--- config.mk ---
export PLATFORM = sky130hd
export DESIGN_NAME = bcd_bin
export DESIGN_NICKNAME = d
export VERILOG_FILES = /design/src/rtl/bcd_bin_pkg.sv /design/src/rtl/bcd_digit_adj.sv /design/src/rtl/bcd_bin.sv
export SDC_FILE = /design/constraint.sdc
export NUM_CORES = 1
export LEC_CHECK = 0
export CAP_MARGIN = 10
export CORE_ASPECT_RATIO = 0.8
export CORE_UTILIZATION = 28
export CTS_CLUSTER_DIAMETER = 150
export DETAILED_ROUTE_END_ITERATION = 8
export PLACE_DENSITY = 0.56
export SYNTH_ARGS = -nofsm -noshare
export SYNTH_HDL_FRONTEND = slang
export SYNTH_SLANG_ARGS = --single-unit
--- constraint.sdc ---
create_clock -name clk -period 2.4 [get_ports clk]
set_input_delay 0.6 -clock clk [delete_from_list [all_inputs] [get_ports clk]]
set_output_delay 0.6 -clock clk [all_outputs]
set_load 0.02 [all_outputs]
--- src/rtl/bcd_bin_pkg.sv ---
// Shared widths, step count and FSM state type for the BCD-to-binary converter.
package bcd_bin_pkg;
   localparam int BIN_W  = 8;
   localparam int BCD_W  = 10;
   localparam int NDIG   = 3;
   localparam int STEPS  = BIN_W;
   localparam int WORK_W = 4 * NDIG + BIN_W;
   localparam int CNT_W  = $clog2(STEPS);

   localparam logic [CNT_W-1:0] LAST_STEP = CNT_W'(STEPS - 1);

   typedef enum logic {
      IDLE  = 1'b0,
      SHIFT = 1'b1
   } state_t;
endpackage

--- src/rtl/bcd_digit_adj.sv ---
// Reverse double-dabble digit correction: a nibble of 8 or more after a right
// shift carried in half of ten (i.e. 8 instead of 5), so take 3 back off.
module bcd_digit_adj (
   input  logic [3:0] nib,
   output logic [3:0] adj
);
   always_comb begin
      adj = nib[3] ? (nib - 4'd3) : nib;
   end
endmodule

--- src/rtl/bcd_bin.sv ---
// Sequential 3-digit BCD to 8-bit binary converter (reverse double-dabble).
// Optional input/overflow checking is built when BCD_BIN_CHK_EN is defined.
//
//   state | meaning
//   ------+-----------------------------------------------------------
//   IDLE  | waiting for din_vld; loads the work register on accept
//   SHIFT | one shift + digit correction per cycle, 8 steps, then result
module bcd_bin
   import bcd_bin_pkg::*;
(
   input  logic             clk,
   input  logic             rst,
   input  logic [BCD_W-1:0] bcd_in,
   input  logic             din_vld,
   output logic [BIN_W-1:0] bin_out,
   output logic             dout_vld,
   output logic             busy,
   output logic             err
);

   state_t            state, state_nxt;
   logic [CNT_W-1:0]  step_cnt, step_nxt;
   logic [WORK_W-1:0] work, work_nxt, shifted, corrected;
   logic [BIN_W-1:0]  bin_nxt, result_bin;
   logic              busy_nxt, dout_vld_nxt;
   logic              last_step, accept;

   assign shifted   = work >> 1;
   assign last_step = (step_cnt == LAST_STEP);
   assign accept    = (state == IDLE) && din_vld;

   assign corrected[BIN_W-1:0] = shifted[BIN_W-1:0];
   for (genvar i = 0; i < NDIG; i++) begin : g_adj
      bcd_digit_adj u_adj (
         .nib (shifted[BIN_W + 4*i +: 4]),
         .adj (corrected[BIN_W + 4*i +: 4])
      );
   end

`ifdef BCD_BIN_CHK_EN
   logic                  digit_bad, digit_bad_in, chk_fail;
   logic [4*NDIG-1:0]     residual;

   assign digit_bad_in = (bcd_in[3:0] > 4'd9) || (bcd_in[7:4] > 4'd9) || (bcd_in[9:8] == 2'd3);
   // Anything left in the BCD field after the last shift is a value above 255.
   assign residual     = shifted[WORK_W-1:BIN_W];
   assign chk_fail     = digit_bad || (|residual);
   assign result_bin   = chk_fail ? '0 : shifted[BIN_W-1:0];

   always_ff @(posedge clk) begin
      if (rst) begin
         digit_bad <= 1'b0;
         err       <= 1'b0;
      end else begin
         if (accept) digit_bad <= digit_bad_in;
         if ((state == SHIFT) && last_step) err <= chk_fail;
      end
   end
`else
   assign result_bin = shifted[BIN_W-1:0];
   assign err        = 1'b0;
`endif

   always_comb begin
      state_nxt    = state;
      step_nxt     = step_cnt;
      work_nxt     = work;
      busy_nxt     = busy;
      dout_vld_nxt = 1'b0;
      bin_nxt      = bin_out;
      case (state)
         IDLE: begin
            if (din_vld) begin
               state_nxt = SHIFT;
               step_nxt  = '0;
               work_nxt  = {2'b00, bcd_in, {BIN_W{1'b0}}};
               busy_nxt  = 1'b1;
            end
         end
         SHIFT: begin
            step_nxt = step_cnt + 1'b1;
            if (last_step) begin
               // Final shift is taken uncorrected; accumulator is complete.
               work_nxt     = shifted;
               state_nxt    = IDLE;
               busy_nxt     = 1'b0;
               dout_vld_nxt = 1'b1;
               bin_nxt      = result_bin;
            end else begin
               work_nxt = corrected;
            end
         end
         default: state_nxt = IDLE;
      endcase
   end

   always_ff @(posedge clk) begin
      if (rst) begin
         state    <= IDLE;
         step_cnt <= '0;
         work     <= '0;
         busy     <= 1'b0;
         dout_vld <= 1'b0;
         bin_out  <= '0;
      end else begin
         state    <= state_nxt;
         step_cnt <= step_nxt;
         work     <= work_nxt;
         busy     <= busy_nxt;
         dout_vld <= dout_vld_nxt;
         bin_out  <= bin_nxt;
      end
   end

endmodule

# == Yosys cells after proc, flatten, opt, wreduce, memory -nomap -nowiden ==
# Index checks and enable logic that the tools add are counted.
# word_totals
register_bits,34
latchBits,0
ram_bits,0
mem_bits_ro,0
inputBits,13
elab_cells,30
n_memories,0
# op_classes
addsub,3
multipliers,0
div_mod_pow,0
order_cmp,0
n_eq_ne,3
shifts,0
mux,14
bitwise,1
reduce_logical,3
# op_table
cell,count
20-bit case mux with 2 select lines,1
20-bit two-way mux,1
16-bit two-way mux,1
4-bit two-way mux,2
4-bit by 2-bit subtractor with 4-bit output (second input constant),2
3-bit case mux with 2 select lines,1
1-bit two-way mux,5
1-bit case mux with 2 select lines,2
2-bit AND reduction,2
3-bit by 1-bit adder with 3-bit output (second input constant),1
3-bit == test (second input constant),1
3-bit two-way mux,1
2-bit by 1-bit inequality test with 1-bit output (second input constant),1
2-bit inequality test (second input constant),1
2-bit OR reduction,1
1-bit NOT,1

# == Logic depth before layout (Yosys ltp) ==
# Gate-level depths: netlist (run 1).
# depth
depth_word,4
ltp_mapped,7

# == Cells and area by module ==
# A second synthesis (run 1) with hierarchy kept.
# hier_totals
cells_unflattened,172
area_unflattened_um2,1606.5
# modules_own_cells
module,n_inst,cells_per_inst,area_per_inst_um2,seq_area_each_um2
bcd_bin,1,151,1418.9,660.6
bcd_digit_adj,3,7,62.6,0.0

# == Least setup slack after synthesis (run 1) ==
# Ideal clock, no wire load.
# synth_path
path_type,reg2reg
start,register step_cnt[0]
end,register work[10]
setup_ns,0.134
arrival_ns,1.210
t_required_ns,2.266
setup_slack_ns,1.055
stages_incl_launch_ff,7
period_less_slack_ns,1.345
cell_sequence,dfxtp_1 -> ha_1 -> ha_1 -> buf_6 -> nor3b_2 -> xnor2_1 -> a211oi_2
# synth_via
elab_chain_cells,3
# synth_rtl
element,line,rtl
"start, declared",bcd_bin.sv:22,"logic [CNT_W-1:0] step_cnt, step_nxt;"
"start signal, assigned",bcd_bin.sv:107,step_cnt <= step_nxt;
3-bit == test,bcd_bin.sv:29,assign last_step = (step_cnt == LAST_STEP);
via last_step,bcd_bin.sv:26,"logic last_step, accept;"
16-bit two-way mux,bcd_bin.sv:82,if (last_step) begin
20-bit case mux with 2 select lines,bcd_bin.sv:71,case (state)
"end signal, assigned",bcd_bin.sv:108,work <= work_nxt;
"end, declared",bcd_bin.sv:23,"logic [WORK_W-1:0] work, work_nxt, shifted, corrected;"
# The timed path passes the listed nets, and every way through them passes these cells.
# A chain may end at the register's enable or synchronous reset.

# == Worst setup path in the final report (run 1) ==
# layout_path
start,register bin_out[1]
end,output port bin_out[1]
# layout_lines
element,line,rtl
"start, declared",bcd_bin.sv:15,"output logic [BIN_W-1:0] bin_out,"
"start signal, assigned",bcd_bin.sv:111,bin_out <= bin_nxt;
# No word-level cell between the ends.

==> summary.txt, run 1 <==
STA
  • Setup TNS: 0 ns
  • Final Max Tran Viols: 0
  • Hold_ws: ~0.46 ns
  • Final worst path period share: about three quarters
  • Hold Fails Final Rpt: 0
  • Peak Freq: roughly 0.55 GHz
  • Tightest Pin Transition: 0.5955 ns
  • Min Tclk post-route: 1.811 ns
  • Relative slew slack: 60.25%
  • RSZ-0062 raised after global routing: no
  • Final setup violation count: 0
  • Worst Skew: ~0.0047 ns

Setup path
  • R2R depth: 5
  • CP max stage cell: clkdlybuf4s50_1
  • RR Startpoint: step_cnt[0]
  • R2r setup slk: a little under 0.8 ns
  • Setup CP Type: reg -> out
  • CP cell instances: clkdlybuf4s50_1
  • Worst flop-to-flop path endpoint: bin_out[7]
  • CP max FO: 2
  • Crit path DAT: 1.21 ns
  • CP required: approximately 1.8 ns
  • Worst path buffer plus inverter count: 1
  • Endpoint class of the critical path: output port
  • Setup crit start kind: flop
  • CP top delay family: buffers and inverters
  • Worst stage delay on the critical path: approximately 0.6 ns

GRT
  • Gr usage total: a little under an eighth
  • Overflow after GRT: 0
  • Initial antenna violation count: 0
  • Vias in the first global route: between 1000 and 1500
  • First-pass GRT wire length: a little under 5000 µm
  • Largest net degree at the start of global routing: 20

Logic synthesis
  • Post-synth EDFFs: 0
  • YS warnings: 0
  • Seq/Total Area, Yosys: between 40 and 50%
  • Primary FF master, synth: dfxtp_1
  • Yosys top cell by area: dfxtp_1
  • Count of cell types in the netlist: 31
  • Post-synthesis cell count: between 150 and 200
  • Syn Area/Cell: between 9 and 10 µm²
  • Synth top area cells: dfxtp_1, a21oi_1, nand2_1
  • Asr flop ratio synth: 0%
  • FF+latch count, synth: 31
  • Top-area cell type share of the netlist area: a little over two fifths
  • Netlist Area Pre-Place: approximately 1400 µm²
  • Syn Nets: 175

Route
  • Wire per inst: 11.44 µm
  • DRC Markers: 0
  • Drt pass-1 iters: 4
  • Via count: roughly 1100
  • Final ANT Viol Nets: 0
  • Via/cell ratio: around 4.7
  • DR iter-0 viols: 30
  • WL final: roughly 2700 µm

Pwr
  • Psw: 0.2736 mW
  • Worst VDD drop: just under 300 µV
  • Sw Share: about a quarter
  • Comb pwr share: a little under an eighth
  • Cell Int Power: between 0.8 and 0.9 mW
  • Clock Power Share: 37.5%
  • Pwr per Cell Area: ~630 nW/µm²
  • Reg power frac: between 50% and 60%
  • Leakage Power: ~0.63 nW

Cells and area
  • Design Area, Final: roughly 1800 µm²
  • Total Nets Final: slightly below 200
  • Most frequent cells in the layout: dfxtp_1, clkdlybuf4s50_1, nand2_1
  • Layout cells sized above 1: around an eighth
  • # diodes: 0
  • Commonest non-fill, non-tap cell in the layout: dfxtp_1
  • Area growth from synthesis to layout: 23.68%
  • Filler cell count: 510

Clock network
  • Clk Latency, worst-skew pair: approximately 0.28 ns
  • Clock slew at reported path FFs: about 0.060 ns
  • Hold-fix buffers, CTS: 0
  • Total CTS buffers: 5
  • Root buf cell: clkbuf_8
  • Clock sinks: 31
  • TritonCTS clock tree: yes
  • Max clock buf depth: 2
  • PostCTS Resize Cnt: 0
  • H-tree level count: 2
  • Setup Buffers After CTS: 0

Floorplan
  • Die area: about 5400 µm²
  • Die X: a little over 80 µm
  • CORE AREA: between 4000 and 5000 µm²
  • Die Ht: between 60 and 70 µm
  • Cell Rows: 22
  • Io pins: 24
  • Initial Util: 30.13%

Min path
  • Hold path cells: 2
  • Tightest Hold Check Type: reg -> reg
  • Hold Path End: bin_out[2]
  • HP Start: bin_out[2]

Placed design
  • Placer Congestion: around 0.74
  • Detail Placement HPWL: ~1900 µm
  • I/O Buffers: 22
  • DP Area: about 1700 µm²

Status
  • Outcome: finished clean

Flow run
  • Max Cap Viol: 0
-- Yosys cell counts, types with 2 or more instances --
library cell,number
nor3b_1,9
dfxtp_1,31
nor2b_1,6
a21oi_1,19
nor3b_2,2
nand2_1,21
clkbuf_1,3
nor2_1,15
a211oi_2,2
buf_6,3
buf_4,2
buf_2,6
xnor2_1,4
inv_1,2
mux2i_1,5
ha_1,4
a211oi_1,10
-- final cells by class --
class / count / area [µm²] / share of cell area [%]
flip-flops and latches: 31 / 620.6 / 35.18
clock inverters: 1 / 5.005 / 0.2837
clock buffers: 6 / 82.58 / 4.681
well taps: 60 / 75.07 / 4.255
repair buffers: 28 / 265.3 / 15.04
inverters: 2 / 7.507 / 0.4255
multi-input cells: 111 / 708.2 / 40.14
-- tightest hold or removal path, cell delays in order (launching register included) --
cell and delay, ns:
dfxtp_1 0.31, nand2_1 0.05, a21oi_1 0.05
-- worst max-delay path by stage --
stage,cells past startpoint,from,end,slack (ns)
after floorplan,6,step_cnt[0],work[10],1.06
after global placement,5,din_vld,work[10],0.55
after detailed placement,5,din_vld,work[10],0.51
after CTS,1,bin_out[1],bin_out[1],0.57
after global routing,1,bin_out[7],bin_out[7],0.52
final,1,bin_out[1],bin_out[1],0.59
-- sequential cells by signal, summed over array words and instances (netlist names) --
signal,cells
dout_vld,1
busy,1
bin_out,8
step_cnt,3
work,17
state,1
-- logic make-up (layout without fill, tap and decap cells) --
family	Yosys count	count (layout)	share of synthesized area, %
compound gates	37	37	17.28
xor+xnor	4	4	2.456
fa+ha+maj	4	4	3.509
buf+inv	16	37	6.842
flops	31	31	43.51
mux	6	6	4.298
other cells	1	1	0.2629
simple gates	59	59	21.84
-- through the flow --
stage,setup WS [ns],utilization (%),power [mW],instances
final,0.5887,37.26,1.105,239
after global routing,0.5176,37.26,1.159,239
after CTS,0.5700,37.26,1.118,239
after detailed placement,0.5143,35.41,0.7024,232
after global placement,0.5451,35.41,0.7031,232
after floorplan,1.055,-,0.6632,158
-- power by group through the flow --
stage	clock network [mW]	registers (mW)	logic (mW)
6_report	0.415	0.557	0.133
5_1_grt	0.451	0.561	0.147
4_1_cts	0.426	0.558	0.135
3_5_place_dp	0	0.569	0.133
3_3_place_gp	0	0.570	0.133
2_1_floorplan	0	0.559	0.104
-- per-layer routing --
| metal | global-route usage [%] | wire, µm |
|---|---|---|
| met1 | 16.02 | 1467 |
| met2 | 17.36 | 1106 |
| met3 | 4.276 | 118 |
| met4 | 4.386 | 42 |
| met5 | 0 | 0 |
Power figures use the tool's default switching activity.
==> run 2: changes to the inputs <==
==> constraint.sdc (replaced) <==
create_clock -name clk -period 1.8 [get_ports clk]
set_input_delay 0.45 -clock clk [delete_from_list [all_inputs] [get_ports clk]]
set_output_delay 0.45 -clock clk [all_outputs]
set_load 0.02 [all_outputs]
==> run 2 against run 1 <==
Effect of this change: first-iteration DRC count is 120% higher; setup slack worse by 0.46 ns; total power grew 38%; critical path depth unchanged; die area stayed put; clock power increased by 43%; highest routed layer unchanged.
==> summary.txt, run 2 (synthesis results as in run 1) <==
STA
  • Hold Fails Final Rpt: 0 (unchanged)
  • Worst Skew: 0.004955 ns (was 0.004655 ns)
  • Min Tclk post-route: about 1.7 ns
  • Final worst path period share: 92.88%
  • RSZ-0062 raised after global routing: no (unchanged)
  • Peak Freq: 0.5981 GHz
  • Final Max Tran Viols: 0 (unchanged)
  • Final setup violation count: 0 (unchanged)
  • Setup TNS: 0 ns (unchanged)

Setup path
  • CP max stage cell: clkdlybuf4s50_1 (unchanged)
  • Worst stage delay on the critical path: 0.61 ns (was 0.60 ns)
  • Setup crit start: bin_out[1] (unchanged)
  • CP max FO: 2 (unchanged)
  • Setup crit start kind: flop (unchanged)
  • CP cell instances: clkdlybuf4s50_1 (unchanged)
  • CP top delay family: buffers and inverters (unchanged)
  • Worst flop-to-flop path endpoint: work[10] (was bin_out[7])
  • R2r setup slk: 0.20 ns (was 0.77 ns)
  • CP endpoint: bin_out[1] (unchanged)
  • CP required: 1.35 ns (was 1.80 ns)
  • Worst path buffer plus inverter count: 1 (unchanged)
  • Crit path DAT: 1.22 ns (was 1.21 ns)
  • Setup CP Type: reg -> out (unchanged)
  • Crit path depth: 1 (unchanged)
  • RR Startpoint: step_cnt[0] (unchanged)
  • Endpoint class of the critical path: output port (unchanged)
  • R2R depth: 6 (was 5)

Route
  • DR iter-0 viols: 66 (was 30)
  • WL final: 2861 µm (was 2733 µm)
  • Via count: 1097 (was 1121)
  • DRC Markers: 0 (unchanged)
  • Wire per inst: 11.77 µm (was 11.44 µm)
  • Drt pass-1 iters: 4 (unchanged)
  • Via/cell ratio: 4.514 (was 4.690)
  • Final ANT Viol Nets: 0 (unchanged)

Pwr
  • Worst VDD drop: 316.2 µV (was 296.9 µV)
  • Leakage Power: 0.6537 nW (was 0.6293 nW)
  • Pwr per Cell Area: 841.5 nW/µm² (was 626.2 nW/µm²)
  • Total power: 1.525 mW (was 1.105 mW)

GRT
  • Gr usage total: 13.12% (was 11.94%)
  • Largest net degree at the start of global routing: 20 (unchanged)
  • First-pass GRT wire length: 5168 µm (was 4871 µm)
  • Initial antenna violation count: 0 (unchanged)
  • Overflow after GRT: 0 (unchanged)
  • Vias in the first global route: 1115 (was 1104)

Cells and area
  • Layout Cells excl Fill: 243 (was 239)
  • Largest registers: work: 17 flops, bin_out: 8 flops, step_cnt: 3 flops (unchanged)
  • # diodes: 0 (unchanged)
  • Max FFs per register: 17 (unchanged)
  • Layout cells sized above 1: 13.11% (was 11.73%)
  • Total Nets Final: 199 (was 196)
  • Area occupied by registers: 620.6 µm² (unchanged)
  • Most frequent cells in the layout: dfxtp_1, clkdlybuf4s50_1, nand2_1 (unchanged)
  • Largest Register: work (unchanged)
  • Multi-input gate area: 708.2 µm² (unchanged)
  • Commonest non-fill, non-tap cell in the layout: dfxtp_1 (unchanged)
  • Filler cell count: 495 (was 510)
  • Area growth from synthesis to layout: 27.02% (was 23.68%)

Status
  • Outcome: finished clean (unchanged)

Clock network
  • Root buf cell: clkbuf_8 (unchanged)
  • H-tree level count: 2 (unchanged)
  • Clock slew at reported path FFs: 0.06 ns (about the same)
  • Hold-fix buffers, CTS: 0 (unchanged)
  • PostCTS Resize Cnt: 0 (unchanged)
  • Setup Buffers After CTS: 0 (unchanged)
  • Total CTS buffers: 5 (unchanged)
  • TritonCTS clock tree: yes (unchanged)
  • Max clock buf depth: 2 (unchanged)
  • Clock sinks: 31 (unchanged)
  • Clk Latency, worst-skew pair: 0.28 ns (about the same)

Placed design
  • Placed cells: 235 (was 232)
  • Placer Congestion: 0.6707 (was 0.7394)
  • I/O Buffers: 22 (unchanged)
  • Detail Placement HPWL: 2040 µm (was 1907 µm)

Min path
  • HP Start: bin_out[0] (was bin_out[2])
  • Hold path cells: 2 (unchanged)
  • Tightest Hold Check Type: reg -> reg (unchanged)

Floorplan
  • Die area: 5385 µm² (unchanged)
  • Initial Util: 30.13% (unchanged)
  • Io pins: 24 (unchanged)
  • Die X: 81.80 µm (unchanged)
  • CORE AREA: 4735 µm² (unchanged)
  • Cell Rows: 22 (unchanged)
  • Die Ht: 65.84 µm (unchanged)

Flow run
  • Max Cap Viol: 0 (unchanged)
## run 2: cell types whose count changed in the layout (fill, tap and decap cells not counted), sizes merged
| cell | before | now |
|---|---|---|
| clkinv | 1 | 0 |
| clkbuf | 6 | 8 |
| buf | 6 | 9 |
## run 2: area by class of cell
| cell class | instances | share of cell area, % |
|---|---|---|
| clock buffer | 8 | 5.525 |
| timing repair buffer | 31 | 16.57 |
| sequential | 31 | 34.25 |
| multi-input combinational | 111 | 39.09 |
| inverter | 2 | 0.4144 |
| tap | 60 | 4.144 |
## run 2: power by group
group	switching, mW	total [mW]	internal (mW)	leakage (nW)
Clock	0.246	0.594	0.348	0.0515
Sequential	0.0243	0.738	0.713	0.253
Combinational	0.0906	0.193	0.102	0.350
Total	0.361	1.52	1.16	0.654
## run 2: stage by stage
step	utilization, %	hold slack, ns	setup slack, ns	instance area [µm²]
floorplan	-	0.4271	0.4554	1426
global placement	36.15	0.4435	0.1125	1712
detailed placement	36.15	0.4501	0.09160	1712
CTS	38.27	0.4578	0.1136	1812
global route	38.27	0.4655	0.06464	1812
finish	38.27	0.4542	0.1281	1812
## run 2: worst min-delay path by stage
stage	end	slack, ns
after CTS	bin_out[0]	0.46
after global routing	bin_out[3]	0.47
final	bin_out[0]	0.45
after global placement	bin_out[7]	0.44
after detailed placement	bin_out[3]	0.45
after floorplan	bin_out[0]	0.43
## run 2: routing by layer
metal  part of all wire (%)  global-route usage [%]  routed length [µm]  vias up
met2                     40                   17.87                1147       17
met3                    5.1                   6.345                 147        5
li1                       -                       -                   -      583
met5                      0                       0                   0        -
met4                    1.5                   4.605                  42        0
met1                     53                   17.65                1523      492
## run 2: worst register-to-register path, cell delays in order, from the launching register on
cell	delay [ns]
dfxtp_1	0.32
ha_1	0.21
ha_1	0.30
buf_4	0.20
nor3b_2	0.19
xnor2_1	0.10
a211oi_2	0.20
==> run 3: changes to the inputs <==
--- a/config.mk
+++ b/config.mk
@@ -11,6 +11,7 @@
 export CTS_CLUSTER_DIAMETER = 150
 export DETAILED_ROUTE_END_ITERATION = 8
 export PLACE_DENSITY = 0.56
+export SLEW_MARGIN = 20
 export SYNTH_ARGS = -nofsm -noshare
 export SYNTH_HDL_FRONTEND = slang
 export SYNTH_SLANG_ARGS = --single-unit
==> results of run 3 <==
Final layout, timing and power as in run 2 (identical DEF).
